File: src/rtl/data_sync_tx_pkg.sv
// Shared types and defaults for the toggle req/ack source-side synchronizer.
// Optional timeout monitor is enabled with DATA_SYNC_TX_TIMEOUT_EN.
package data_sync_pkg;

  typedef enum logic {
    IDLE     = 1'b0,
    WAIT_ACK = 1'b1
  } state_t;

  localparam int C_DEF_NUM_SYNC = 5;
  localparam int C_DEF_TIMEOUT  = 1024;

  function automatic int wait_w(input int t);
    return (t > 2) ? $clog2(t) : 1;
  endfunction

endpackage

File: src/rtl/data_sync_tx_if.sv
// Word handshake plus toggle req/ack bus between source and destination.
// slave = synchronizer side, master = producer/destination side.
interface data_sync_tx_if #(
  parameter int C_DATA_WIDTH = 64
);

  logic [C_DATA_WIDTH-1:0] s_data;
  logic                    s_valid;
  logic                    s_ready;
  logic [C_DATA_WIDTH-1:0] xfer_data;
  logic                    xfer_req;
  logic                    xfer_ack;

  modport master (
    output s_data,
    output s_valid,
    output xfer_ack,
    input  s_ready,
    input  xfer_data,
    input  xfer_req
  );

  modport slave (
    input  s_data,
    input  s_valid,
    input  xfer_ack,
    output s_ready,
    output xfer_data,
    output xfer_req
  );

endinterface

File: src/rtl/data_sync_tx_sync_chain_rst.sv
// Multi-flop synchronizer with async active-low reset to 0.
// Kept out of shift-register inference so each stage is a real flop.
module sync_chain_rst #(
  parameter int C_STAGES = 2
) (
  input  logic clk,
  input  logic rst_n,
  input  logic i_d,
  output logic o_q
);

  (* ASYNC_REG = "TRUE", SHREG_EXTRACT = "NO" *)
  logic [C_STAGES-1:0] r_sync;

  always_ff @(posedge clk or negedge rst_n) begin
    if (!rst_n) begin
      r_sync <= '0;
    end else begin
      r_sync <= {r_sync[C_STAGES-2:0], i_d};
    end
  end

  assign o_q = r_sync[C_STAGES-1];

endmodule

File: src/rtl/data_sync_tx.sv
// Source half of a two-phase req/ack bus synchronizer.
// Define DATA_SYNC_TX_TIMEOUT_EN to build the sticky WAIT_ACK timeout flag.
module data_sync_tx
  import data_sync_pkg::*;
#(
  parameter int C_DATA_WIDTH    = 64,
  parameter int C_NUM_SYNC_REGS = C_DEF_NUM_SYNC,
  parameter int C_CNT_WIDTH     = 16,
  parameter int C_TIMEOUT       = C_DEF_TIMEOUT
) (
  input  logic                   clk,
  input  logic                   resetn,
  data_sync_tx_if.slave          bus,
  output logic                   done,
  output logic [C_CNT_WIDTH-1:0] xfer_count,
  output logic                   err,
  input  logic                   err_clr
);

  state_t                  r_state;
  logic [C_DATA_WIDTH-1:0] r_data;
  logic                    r_req;
  logic                    r_done;
  logic [C_CNT_WIDTH-1:0]  r_count;
  logic                    w_ack_s;

  sync_chain_rst #(
    .C_STAGES (C_NUM_SYNC_REGS)
  ) u_ack_sync (
    .clk   (clk),
    .rst_n (resetn),
    .i_d   (bus.xfer_ack),
    .o_q   (w_ack_s)
  );

  // Data and toggle move on the same edge so the word is stable before req flips.
  always_ff @(posedge clk or negedge resetn) begin
    if (!resetn) begin
      r_state <= IDLE;
      r_data  <= '0;
      r_req   <= 1'b0;
      r_done  <= 1'b0;
      r_count <= '0;
    end else begin
      r_done <= 1'b0;
      unique case (1'b1)
        (r_state == IDLE): begin
          if (bus.s_valid) begin
            r_data  <= bus.s_data;
            r_req   <= ~r_req;
            r_state <= WAIT_ACK;
          end
        end
        (r_state == WAIT_ACK): begin
          if (w_ack_s == r_req) begin
            r_state <= IDLE;
            r_done  <= 1'b1;
            r_count <= r_count + 1'b1;
          end
        end
        default: r_state <= IDLE;
      endcase
    end
  end

  assign bus.s_ready   = (r_state == IDLE);
  assign bus.xfer_data = r_data;
  assign bus.xfer_req  = r_req;
  assign done          = r_done;
  assign xfer_count    = r_count;

`ifdef DATA_SYNC_TX_TIMEOUT_EN
  localparam int C_WAIT_W = wait_w(C_TIMEOUT);
  localparam logic [C_WAIT_W-1:0] C_WAIT_MAX = C_WAIT_W'(C_TIMEOUT - 1);

  logic [C_WAIT_W-1:0] r_wait;
  logic                r_err;
  logic                w_to_hit;

  assign w_to_hit = (r_state == WAIT_ACK) && (r_wait == C_WAIT_MAX);

  // Counter restarts after each hit so err re-arms after a clear.
  always_ff @(posedge clk or negedge resetn) begin
    if (!resetn) begin
      r_wait <= '0;
      r_err  <= 1'b0;
    end else begin
      if ((r_state == IDLE) || w_to_hit) begin
        r_wait <= '0;
      end else begin
        r_wait <= r_wait + 1'b1;
      end
      if (w_to_hit) begin
        r_err <= 1'b1;
      end else if (err_clr) begin
        r_err <= 1'b0;
      end
    end
  end

  assign err = r_err;
`else
  localparam int C_UNUSED_TIMEOUT = C_TIMEOUT;
  logic w_unused_clr;
  assign w_unused_clr = err_clr;
  assign err          = 1'b0;
`endif

endmodule

File: src/flat_wrapper.sv
// flat-port wrapper written by rule: the top's interface ports become plain ports
module data_sync_tx_flat import data_sync_pkg::*;
#(
  parameter int C_DATA_WIDTH    = 64,
  parameter int C_NUM_SYNC_REGS = C_DEF_NUM_SYNC,
  parameter int C_CNT_WIDTH     = 16,
  parameter int C_TIMEOUT       = C_DEF_TIMEOUT
)
  (clk, resetn, done, xfer_count, err, err_clr, bus_s_data, bus_s_valid, bus_xfer_ack, bus_s_ready, bus_xfer_data, bus_xfer_req);
  data_sync_tx_if #(.C_DATA_WIDTH(C_DATA_WIDTH)) bus_i ();
  input  logic clk;
  input  logic resetn;
  output logic done;
  output logic [C_CNT_WIDTH-1:0] xfer_count;
  output logic err;
  input  logic err_clr;
  input wire logic [$bits(bus_i.s_data)-1:0] bus_s_data;
  input wire logic [$bits(bus_i.s_valid)-1:0] bus_s_valid;
  input wire logic [$bits(bus_i.xfer_ack)-1:0] bus_xfer_ack;
  output wire logic [$bits(bus_i.s_ready)-1:0] bus_s_ready;
  output wire logic [$bits(bus_i.xfer_data)-1:0] bus_xfer_data;
  output wire logic [$bits(bus_i.xfer_req)-1:0] bus_xfer_req;
  assign bus_i.s_data = bus_s_data;
  assign bus_i.s_valid = bus_s_valid;
  assign bus_i.xfer_ack = bus_xfer_ack;
  assign bus_s_ready = bus_i.s_ready;
  assign bus_xfer_data = bus_i.xfer_data;
  assign bus_xfer_req = bus_i.xfer_req;
  data_sync_tx #(.C_DATA_WIDTH(C_DATA_WIDTH), .C_NUM_SYNC_REGS(C_NUM_SYNC_REGS), .C_CNT_WIDTH(C_CNT_WIDTH), .C_TIMEOUT(C_TIMEOUT)) u_core (.clk(clk), .resetn(resetn), .bus(bus_i), .done(done), .xfer_count(xfer_count), .err(err), .err_clr(err_clr));
endmodule
File: config.mk
export PLATFORM = sky130hd
export DESIGN_NAME = data_sync_tx_flat
export DESIGN_NICKNAME = d
export VERILOG_FILES = /design/src/rtl/data_sync_tx_pkg.sv /design/src/rtl/data_sync_tx_if.sv /design/src/rtl/data_sync_tx_sync_chain_rst.sv /design/src/rtl/data_sync_tx.sv /design/src/flat_wrapper.sv
export SDC_FILE = /design/constraint.sdc
export NUM_CORES = 1
export LEC_CHECK = 0
export CAP_MARGIN = 20
export CORE_MARGIN = 8
export CORE_UTILIZATION = 55
export DETAILED_ROUTE_END_ITERATION = 16
export DONT_BUFFER_PORTS = 1
export HOLD_SLACK_MARGIN = 0.08
export MAX_ROUTING_LAYER = met4
export PLACE_DENSITY = 0.75
export SLEW_MARGIN = 30
export SYNTH_ARGS = -nofsm -noshare
export SYNTH_HDL_FRONTEND = slang
export SYNTH_HIERARCHICAL = 1
export SYNTH_SLANG_ARGS = --single-unit
File: constraint.sdc
create_clock -name clk -period 1.95 [get_ports clk]
set_input_delay 0.0975 -clock clk [delete_from_list [all_inputs] [get_ports clk]]
set_output_delay 0.0975 -clock clk [all_outputs]
set_load 0.1 [all_outputs]
==> results_dict.tcl <==
set metrics [dict create \
    h-tree-depth 3 \
    detailedRoute.firstPassIterationCount 4 \
    timing.critical_path.arrival_ns 1.93 \
    global_route.peak_usage_layer "met2" \
    global_route.usage.total_pct 21.3 \
    finish.net_count 435 \
    buffer_ports.inserted 0 \
    timing.critical_path.from_type "flip-flop" \
    synth.top_cell.area_share_pct 66.0 \
    cts_resized 0 \
    synth_seq_area_share_pct 66.0 \
    cp_slowest_cell "dfrtp_2" \
    cp_num_cells 5 \
    fp.dieArea_sq_um 8810 \
    start_util_pct 56.7 \
    global_route.usage.met2_pct 35.6 \
    synthesis.area_per_instance_sq_um 15.8 \
    initialDrtViolationCount 55 \
    finalSetupViolations 0 \
    grt.met3_usage_pct 7.75 \
    cts_setup_buffers 0 \
    finalWeightedCongestion 0.809 \
    dpl.hpwl_um 5740 \
    maxCapViolCount 0 \
    critical-path-top-delay-family "simple AND/OR/NAND/NOR gates" \
    antenna_found_initial 1 \
    finalInstanceArea_sq_um 4880 \
    clockBufferDepth 2 \
    cts.sink_count 88 \
    worstRegToRegCells 5 \
    total_of_hold_buffers_inserted_after_clock_tree_synthesis 66 \
    grt_max_degree 89 \
    number_of_buffers_and_inverters_on_the_critical_path 1 \
    yosys_warnings 6 \
    first_global_vias 2691 \
    synth_area_leader_cell "dfrtp_1" \
    post_dp_cell_area_sq_um 4030 \
    place_ws_ns 0.332 \
    rows 28 \
    totalWireLength_um 8950 \
    area.growth.synth_to_final_pct 46.3 \
    timing.setup.tns_ns 0 \
    globalRouteOverflowTotal 0 \
    post-route-period-util_pct 86.0 \
    synthesis.instances 211 \
    synth_cell_types 20 \
    finalNonFillerCells 447 \
    max_clock_freq_ghz 0.596 \
    drive_gt1_share_pct 48.6 \
    critPathKind "reg2reg" \
    boundaryPins 153 \
    unrepaired_setup_endpoints_after_global_routing "no" \
    failing_checks "hold timing" \
    core_area_sq_um 5890 \
    dp_cells 363 \
    timing.final.crit_period_ns 1.68 \
    post_synth_main_area_contributors "dfrtp_1 66%, mux2_2 22%, xnor2_1 2.6%, xor2_1 2.1%, nand4_1 1.7%" \
    routed_via_density 5.14 \
    hold_ws_ns -0.558 \
    class_of_the_tightest_hold_or_removal_check "in2async" \
    timing.critical_path.cells "buf_4 > and4_1 > nand4_1 > nand2b_1 > xnor2_1" \
    worst_path_max_fanout 5 \
    drt.antenna.violating_nets 0 \
    worst_path_largest_cell_delay_ns 0.36 \
    most-common-layout-cells "85 x buf_4, 78 x dfrtp_1, 66 x dlygate4sd3_1" \
    total_cts_buffers 9 \
    routedWlPerCell_um 20.0 \
    drt_drc_violations_left 0 \
    path_clk_slew_ns 0.09 \
    global_route_wire_length_before_repair_um 14000 \
    fin_skew_ns 0.0105 \
    worstPathRequired_ns 2.20 \
    timing_max_transition_violations_final 0 \
    clk_root_buffer_cell "clkbuf_8" \
    insertion_delay_ns 0.34 \
    mapped_cell_area_sq_um 3330 \
    endpoint_kind "flip-flop" \
    die-width_um 93.9 \
    status "finished, violations left" \
    postSynthNetCount 281 \
    final_hold_viol_count 88 \
    fin_ws_ns 0.272 \
    die-height_um 93.9 \
    met1_global_route_usage_pct 22.2 \
    synth.ff_latch_count 88 \
    clock_tree_from_tritoncts "yes" \
    most_common_cell_after_layout_fill_and_taps_aside "buf_4" \
    vias 2297 \
]
[per-layer routing]
| layer | vias to the layer above | routed length, um | share of wire [%] |
|---|---|---|---|
| li1 | 1040 | - | - |
| met5 | - | 0 | 0 |
| met1 | 1137 | 3250 | 36 |
| met2 | 106 | 4730 | 53 |
| met4 | 0 | 162 | 1.8 |
| met3 | 14 | 802 | 9.0 |
[worst paths after layout]
kind / startpoint / endpoint / slack, ns
setup / recovery: u_core/xfer_count[2]$_DFFE_PN0P_ / u_core/xfer_count[14]$_DFFE_PN0P_ / 0.27
hold / removal: resetn / u_core/bus.xfer_data[60]$_DFFE_PN0P_ / -0.56
setup reg to reg: u_core/xfer_count[2]$_DFFE_PN0P_ / u_core/xfer_count[14]$_DFFE_PN0P_ / 0.27
hold reg to reg: u_core/u_ack_sync/r_sync[1]$_DFF_PN0_ / u_core/u_ack_sync/r_sync[2]$_DFF_PN0_ / 0.35
max in group asynchronous: resetn / u_core/xfer_count[8]$_DFFE_PN0P_ / 2.38
min in group clk: bus_xfer_ack / u_core/u_ack_sync/r_sync[0]$_DFF_PN0_ / 0.32
[kinds of logic (layout without fill, tap and decap cells)]
| group | Yosys count | in the layout | share of synthesized area [%] |
|---|---|---|---|
| adder cells (fa/ha/maj) | 1 | 1 | 0.375 |
| multiplexers | 65 | 65 | 22.0 |
| other | 1 | 3 | 0.112 |
| flip-flops | 88 | 88 | 66.0 |
| AND/OR/NAND/NOR | 29 | 29 | 5.03 |
| buffers and inverters | 9 | 168 | 1.76 |
| XOR/XNOR | 18 | 18 | 4.73 |
[synthesized netlist by cell type]
cell type / instances
and4_1: 1
buf_2: 2
buf_4: 6
conb_1: 1
dfrtp_1: 88
ha_1: 1
inv_1: 1
mux2_2: 65
nand2_1: 5
nand2b_1: 1
nand3_1: 2
nand4_1: 9
nor2_1: 6
nor2_2: 1
nor2b_1: 1
nor3_1: 1
nor4_2: 1
nor4b_2: 1
xnor2_1: 10
xor2_1: 8
[per-stage QoR]
step	utilization, %	hold WS [ns]
3_5_place_dp	68.5	-0.195
5_1_grt	82.9	-0.592
2_1_floorplan	-	-0.198
6_report	82.9	-0.558
3_3_place_gp	68.5	-0.195
4_1_cts	82.8	-0.580
[cell type report]
class	instances	area [sq um]
Multi-Input combinational cell	114	1080
Inverter	1	3.75
Tap cell	75	93.8
Antenna cell	2	5.00
Sequential cell	88	2210
Fill cell	292	1010
Clock inverter	6	45.0
Clock buffer	10	138
Timing Repair Buffer	151	1300
[registers in the layout, summed over array words and instances, names as in the netlist]
signal                    flops
u_core/done                   1
u_core/u_ack_sync/r_sync      5
u_core/r_state                1
u_core/bus.xfer_req           1
u_core/bus.xfer_data         64
u_core/xfer_count            16
[worst reg2reg max path: cells and delay by family (launching register included)]
family | cells | cell delay, ns
XOR/XNOR | 1 | 0.19
buffers and inverters | 1 | 0.31
flip-flops | 1 | 0.36
AND/OR/NAND/NOR | 3 | 0.73
Power is not shown: default switching activity piles up to over one toggle a cycle in this logic, so the estimate is an artifact.
